--- src/rtl/hand_frame_scheduler.sv ---
// hand_frame_scheduler
//
// Per-frame controller for the hand recognition path of the pong game.
// At each frame start it opens an accumulation window. Inside that window it
// counts pixels whose contour and convex-hull strengths both reach
// PIX_THRESHOLD within a fixed region of interest, and it tracks their
// bounding box. At the next frame start the window is evaluated, and the hand
// centre is published to the paddle logic over a valid/ready handshake.
//
// Optional build macro: HAND_SMOOTH_EN. When it is defined, a detected centre
// is averaged with the previously published centre, provided that the
// previous frame was also detected.
//
// Ports:
//   VGA_CLK        sole clock
//   RST            synchronous active-high reset
//   enable         run request; low parks the block in IDLE
//   frame_start    one-cycle pulse at the start of each frame
//   pixel_valid    pixel_x, pixel_y, contour_data and hull_data are valid
//   pixel_x/_y     current pixel column/row (11 bits)
//   contour_data   contour detector output for the current pixel
//   hull_data      convex hull output for the current pixel
//   res_valid      published result available
//   res_ready      consumer accepts the result
//   hand_detected  hand present in the last published frame
//   hand_x/_y      hand centre column/row
//   hit_count      qualifying pixel count of the last published frame
//   busy           high in every state except IDLE
//   overrun        sticky flag: a frame_start arrived while publishing

module hand_frame_scheduler #(
    parameter logic [7:0] PIX_THRESHOLD = 8'd64,
    parameter int         HIT_THRESHOLD = 100,
    parameter int         ROI_X0        = 0,
    parameter int         ROI_X1        = 639,
    parameter int         ROI_Y0        = 0,
    parameter int         ROI_Y1        = 479
) (
    input  logic        VGA_CLK,
    input  logic        RST,
    input  logic        enable,
    input  logic        frame_start,
    input  logic        pixel_valid,
    input  logic [10:0] pixel_x,
    input  logic [10:0] pixel_y,
    input  logic [7:0]  contour_data,
    input  logic [7:0]  hull_data,
    output logic        res_valid,
    input  logic        res_ready,
    output logic        hand_detected,
    output logic [10:0] hand_x,
    output logic [10:0] hand_y,
    output logic [19:0] hit_count,
    output logic        busy,
    output logic        overrun
);

    typedef enum logic [2:0] {
        IDLE,
        WAIT_FRAME,
        ACCUM,
        EVAL,
        PUBLISH
    } state_t;

    // The ROI limits are compared as signed 13-bit values. This keeps a zero
    // lower bound from collapsing into a constant unsigned comparison.
    localparam logic signed [12:0] ROI_X0_S = 13'(ROI_X0);
    localparam logic signed [12:0] ROI_X1_S = 13'(ROI_X1);
    localparam logic signed [12:0] ROI_Y0_S = 13'(ROI_Y0);
    localparam logic signed [12:0] ROI_Y1_S = 13'(ROI_Y1);
    localparam logic [19:0]        HIT_MIN  = 20'(HIT_THRESHOLD);
    localparam logic [19:0]        ACC_MAX  = 20'hFFFFF;

    state_t state;
    state_t next_state;

    logic [19:0] acc_count;
    logic [10:0] xmin;
    logic [10:0] xmax;
    logic [10:0] ymin;
    logic [10:0] ymax;

    logic signed [12:0] px_s;
    logic signed [12:0] py_s;
    logic               in_roi;
    logic               pixel_hit;
    logic               det;
    logic [11:0]        sum_x;
    logic [11:0]        sum_y;
    logic [10:0]        new_x;
    logic [10:0]        new_y;

    // Pixel qualification: both detector strengths must reach the threshold,
    // and the pixel must lie inside the inclusive ROI.
    always_comb begin
        px_s      = $signed({2'b00, pixel_x});
        py_s      = $signed({2'b00, pixel_y});
        in_roi    = (px_s >= ROI_X0_S) && (px_s <= ROI_X1_S) &&
                    (py_s >= ROI_Y0_S) && (py_s <= ROI_Y1_S);
        pixel_hit = pixel_valid && (contour_data >= PIX_THRESHOLD) &&
                    (hull_data >= PIX_THRESHOLD) && in_roi;
    end

    // Centre of the bounding box. The sum is formed at 12 bits so that the
    // halving never loses a carry.
    always_comb begin
        det   = (acc_count >= HIT_MIN);
        sum_x = {1'b0, xmin} + {1'b0, xmax};
        sum_y = {1'b0, ymin} + {1'b0, ymax};
        new_x = 11'(sum_x >> 1);
        new_y = 11'(sum_y >> 1);
`ifdef HAND_SMOOTH_EN
        // Blend with the last published centre, but only when that frame
        // also held a hand. Otherwise a stale position would drag the
        // paddle toward it.
        if (hand_detected) begin
            new_x = 11'(({1'b0, hand_x} + {1'b0, 11'(sum_x >> 1)}) >> 1);
            new_y = 11'(({1'b0, hand_y} + {1'b0, 11'(sum_y >> 1)}) >> 1);
        end
`endif
    end

    // State register.
    always_ff @(posedge VGA_CLK) begin
        if (RST) begin
            state <= IDLE;
        end else begin
            state <= next_state;
        end
    end

    // Next-state logic. Dropping enable abandons a frame that is still being
    // collected. Once evaluation has started, the publish always completes.
    always_comb begin
        next_state = state;
        case (state)
            IDLE: begin
                if (enable) next_state = WAIT_FRAME;
            end
            WAIT_FRAME: begin
                if (!enable)          next_state = IDLE;
                else if (frame_start) next_state = ACCUM;
            end
            ACCUM: begin
                if (!enable)          next_state = IDLE;
                else if (frame_start) next_state = EVAL;
            end
            EVAL: begin
                next_state = PUBLISH;
            end
            PUBLISH: begin
                if (res_valid && res_ready) next_state = enable ? WAIT_FRAME : IDLE;
            end
            default: next_state = IDLE;
        endcase
    end

    assign busy = (state != IDLE);

    // Accumulators and published result registers. A pixel that arrives
    // together with the closing frame_start belongs to the next frame, so it
    // is not counted.
    always_ff @(posedge VGA_CLK) begin
        if (RST) begin
            acc_count     <= '0;
            xmin          <= '0;
            xmax          <= '0;
            ymin          <= '0;
            ymax          <= '0;
            res_valid     <= 1'b0;
            hand_detected <= 1'b0;
            hand_x        <= '0;
            hand_y        <= '0;
            hit_count     <= '0;
            overrun       <= 1'b0;
        end else begin
            case (state)
                WAIT_FRAME: begin
                    if (enable && frame_start) begin
                        acc_count <= '0;
                        xmin      <= '0;
                        xmax      <= '0;
                        ymin      <= '0;
                        ymax      <= '0;
                    end
                end
                ACCUM: begin
                    if (enable && !frame_start && pixel_hit) begin
                        if (acc_count == '0) begin
                            xmin <= pixel_x;
                            xmax <= pixel_x;
                            ymin <= pixel_y;
                            ymax <= pixel_y;
                        end else begin
                            if (pixel_x < xmin) xmin <= pixel_x;
                            if (pixel_x > xmax) xmax <= pixel_x;
                            if (pixel_y < ymin) ymin <= pixel_y;
                            if (pixel_y > ymax) ymax <= pixel_y;
                        end
                        if (acc_count != ACC_MAX) acc_count <= acc_count + 20'd1;
                    end
                end
                EVAL: begin
                    hit_count     <= acc_count;
                    hand_detected <= det;
                    if (det) begin
                        hand_x <= new_x;
                        hand_y <= new_y;
                    end
                    res_valid <= 1'b1;
                end
                PUBLISH: begin
                    if (frame_start)            overrun   <= 1'b1;
                    if (res_valid && res_ready) res_valid <= 1'b0;
                end
                default: begin
                end
            endcase
        end
    end

endmodule

--- config.mk ---
export PLATFORM = sky130hd
export DESIGN_NAME = hand_frame_scheduler
export DESIGN_NICKNAME = d
export VERILOG_FILES = /design/src/rtl/hand_frame_scheduler.sv
export SDC_FILE = /design/constraint.sdc
export NUM_CORES = 1
export LEC_CHECK = 0
export ABC_AREA = 1
export ABC_CLOCK_PERIOD_IN_PS = 5400
export BUFFER_PORTS_ARGS = -buffer_cell sky130_fd_sc_hd__clkbuf_2
export CORE_AREA = 5 5 149 151
export DETAILED_ROUTE_END_ITERATION = 8
export DIE_AREA = 0 0 154 156
export PLACE_DENSITY_LB_ADDON = 0.08
export SYNTH_ARGS = -nofsm -noshare
export SYNTH_HDL_FRONTEND = slang
export SYNTH_SLANG_ARGS = --single-unit
--- constraint.sdc ---
create_clock -name VGA_CLK -period 5.4 [get_ports VGA_CLK]
set_input_delay 1.35 -clock VGA_CLK [delete_from_list [all_inputs] [get_ports VGA_CLK]]
set_output_delay 1.35 -clock VGA_CLK [all_outputs]
set_load 0.02 [all_outputs]
==> results.md <==
* Status: finished clean
* Critical path launch point type: primary input
* Clk sinks at 112
* H-tree level count at 3
* Syn-to-layout area delta at 12.6%
* Worst Path Buf+Inv at 3
* TritonCTS clock tree: built
* Reg2reg end: xmin[1]
* Pre-antenna DRT Iters at 4
* Count of flip-flops with a built-in enable after synthesis at 0
* Setup CP Type: primary input to flop
* Sequential area share after synthesis at 31.4%
* Syn nets at 1189
* Most common cell after layout, fill and taps aside: nand2_1
* Met3 WL post-DR at 549 um
* Critical path's top delay family: compound AO/OA/AOI/OAI gates
* Max clock buf depth at 2
* Avg Vias per Cell at 4.71
* Max IR drop VDD at 0.125 mV
* Die Ht at 156 um
* WL met1 at 9720 um
* Max-cap viol count at 0
* Critical path depth at 10
* Setup TNS at 0 ns
* Root buffer cell: clkbuf_16
* DIE AREA at 24000 sq um
* Initial Utilization at 34.5%
* Critical Path Sink: xmin[1]
* Slowest cell on crit path: a21oi_4
* Max Freq at 303 MHz
* Ys async rst share at 0%
* GRT Util Overall at 16.7%
* Vias at 6681
* Post-route cell area at 8050 sq um
* Yosys warnings at 0
* Core area at 20700 sq um
* Nets@finish at 1249
* Synth Cell Area at 7150 sq um
* Reg2Reg Launch Point: state[2]
* Most frequent CP cell: nor2_1
* Critical-path cell list: clkbuf_2 > o21ai_0 > and2_0 > nand3_2 > a21oi_4 > buf_4 > nand2_4 > clkinv_2 > nor2_1 > nor2_1
* CTS Buf Count at 9
* Worst path required time at 5.70 ns
* Worst-margin pin slew at 0.855 ns
* 1st-iter DRT viols at 334
* Max_slew headroom at 42.9%
* Min-delay src: overrun
* Vias in the first global route at 6494
* Die span in x at 154 um
* Dpl cell area at 7720 sq um
* Pwr dens at 245 nW/um^2
* Seq cells post-synth at 112
* Ys flop type: dfxtp_1
* Post-synthesis cell type count at 39
* Mapped Avg Cell Area at 6.62 sq um
* Hold Path Class: flop to flop
* Routed len/inst at 14.0 um
* Crit path DAT at 3.60 ns
* Fin crit share at 61.1%
* PostCTS Resize Cnt at 0
* Remaining DRCs at 0
* Mapped Cells at 1079
* Diodes inserted at 0
* # IOs at 90
* Clock latency on the worst-skew pair at 0.36 ns
* Placed wire-length estimate at 15000 um
* Share of cells above drive strength 1 at 11.2%
* Routed WL at 19800 um
* Final Max Tran Viols at 0
* Largest net degree at the start of global routing at 45
* Setup Skew at 0.00728 ns
* Worst-path clk slew at 0.08 ns
* Pleak at 3.61 nW
* Crit Path Max Fanout at 30
* Hold Fails Final Rpt at 0
* Core Rows at 53
* Final Critical Period at 3.30 ns
* IO buf count at 77
* Hold-fix buffers, CTS at 0
* Initial antenna violation count at 0
* # setup viols final at 0
* Critical Path Start: pixel_x[7]
* Routed Antenna Nets at 0
* RePlAce Congestion at 0.825
* First-pass GRT wire length at 32800 um
* Most frequent cells in the layout: 263 x nand2_1, 175 x nor2_1, 115 x inv_1
* Critical path capture point type: flop
* Top Layer Used: met4
* Post-CTS Setup Bufs at 0
* Gr ovfl total at 0
* Worst R2R Setup Slack at 2.65 ns
* Fill cells at 2365
* Unrepaired setup endpoints after global routing: false
* Slowest Stage Delay on Critical Path at 0.46 ns
* R2r worst-path depth at 9
* Met2 routed WL at 9380 um
-- worst reg2reg max path, cell delays in order (launching register included) --
cell and delay (ns):
dfxtp_1 0.41, inv_2 0.08, nand3_2 0.40, inv_2 0.41, a21oi_4 0.54, buf_4 0.43, nand2_4 0.12, clkinv_2 0.16
nor2_1 0.06, nor2_1 0.08
-- cell type report --
| class | instances | area [sq um] | share of cell area [%] |
|---|---|---|---|
| Tap cell | 275 | 344 | 4.28 |
| Multi-Input combinational cell | 810 | 4250 | 52.8 |
| Inverter | 124 | 468 | 5.82 |
| Clock inverter | 7 | 97.6 | 1.21 |
| Timing Repair Buffer | 82 | 423 | 5.26 |
| Clock buffer | 9 | 225 | 2.80 |
| Sequential cell | 112 | 2240 | 27.9 |
-- cell usage after synthesis (3+ instances only) --
library cell | number | share of area (%)
dfxtp_1 | 112 | 31
nand3_1 | 67 | 4.7
nand2_2 | 6 | 0.53
nor2_1 | 175 | 9.2
buf_4 | 3 | 0.32
inv_2 | 5 | 0.26
ha_1 | 64 | 11
nand3b_1 | 3 | 0.32
nor3_1 | 14 | 0.98
nand2_1 | 263 | 14
a21oi_1 | 95 | 6.7
nand2_4 | 3 | 0.47
a21o_1 | 4 | 0.42
buf_6 | 7 | 1.1
o21ai_0 | 56 | 3.9
clkbuf_1 | 15 | 0.79
nand4_1 | 12 | 1.1
xor2_1 | 11 | 1.3
buf_2 | 6 | 0.42
xnor2_1 | 9 | 1.1
inv_1 | 115 | 6.0
nand3_2 | 4 | 0.56
o21a_1 | 3 | 0.32
-- through the flow --
| step | util (%) | instances | setup WS (ns) | power, mW | hold slack (ns) |
|---|---|---|---|---|---|
| after floorplan | - | 1079 | 2.74 | 1.16 | 0.434 |
| after CTS | 38.9 | 1419 | 2.00 | 2.01 | 0.456 |
| after global routing | 38.9 | 1419 | 1.87 | 2.10 | 0.488 |
| after global placement | 37.3 | 1403 | 1.63 | 1.26 | 0.442 |
| final | 38.9 | 1419 | 2.10 | 1.97 | 0.454 |
| after detailed placement | 37.3 | 1403 | 1.60 | 1.26 | 0.443 |
-- registers in the layout, indices dropped and copies added (netlist names) --
register,cells
xmin,11
ymax,11
state,3
hand_x,11
ymin,11
res_valid,1
acc_count,20
xmax,11
hand_y,11
overrun,1
hand_detected,1
hit_count,20
-- cell families (layout without fill, tap and decap cells) --
logic type	after synthesis	count (layout)	synth area share [%]
flip-flops	112	112	31.4
buffers and inverters	157	222	9.28
AND/OR/NAND/NOR	556	556	32.6
AO/OA/AOI/OAI	168	168	12.5
adder cells (fa/ha/maj)	66	66	11.8
XOR/XNOR	20	20	2.45
-- how the worst min path moves through the flow --
stage / end / slack, ns / depth (start not counted)
floorplan: ymax[10] / 0.43 / 2
global placement: overrun / 0.44 / 2
detailed placement: overrun / 0.44 / 2
CTS: overrun / 0.46 / 2
global route: hand_detected / 0.49 / 2
finish: overrun / 0.45 / 2
-- metal layers --
metal	up-vias	GRT usage [%]
met4	0	3.45
met2	82	29.2
li1	3586	-
met1	3000	21.8
met5	-	0
met3	13	2.86
-- where the power goes --
part / leakage, nW / switching [mW] / internal, mW / total [mW]
Sequential: 0.907 / 0.0293 / 0.857 / 0.886
Combinational: 2.54 / 0.222 / 0.129 / 0.351
Clock: 0.159 / 0.358 / 0.378 / 0.736
Total: 3.61 / 0.609 / 1.36 / 1.97
(Power assumes the default switching activity.)
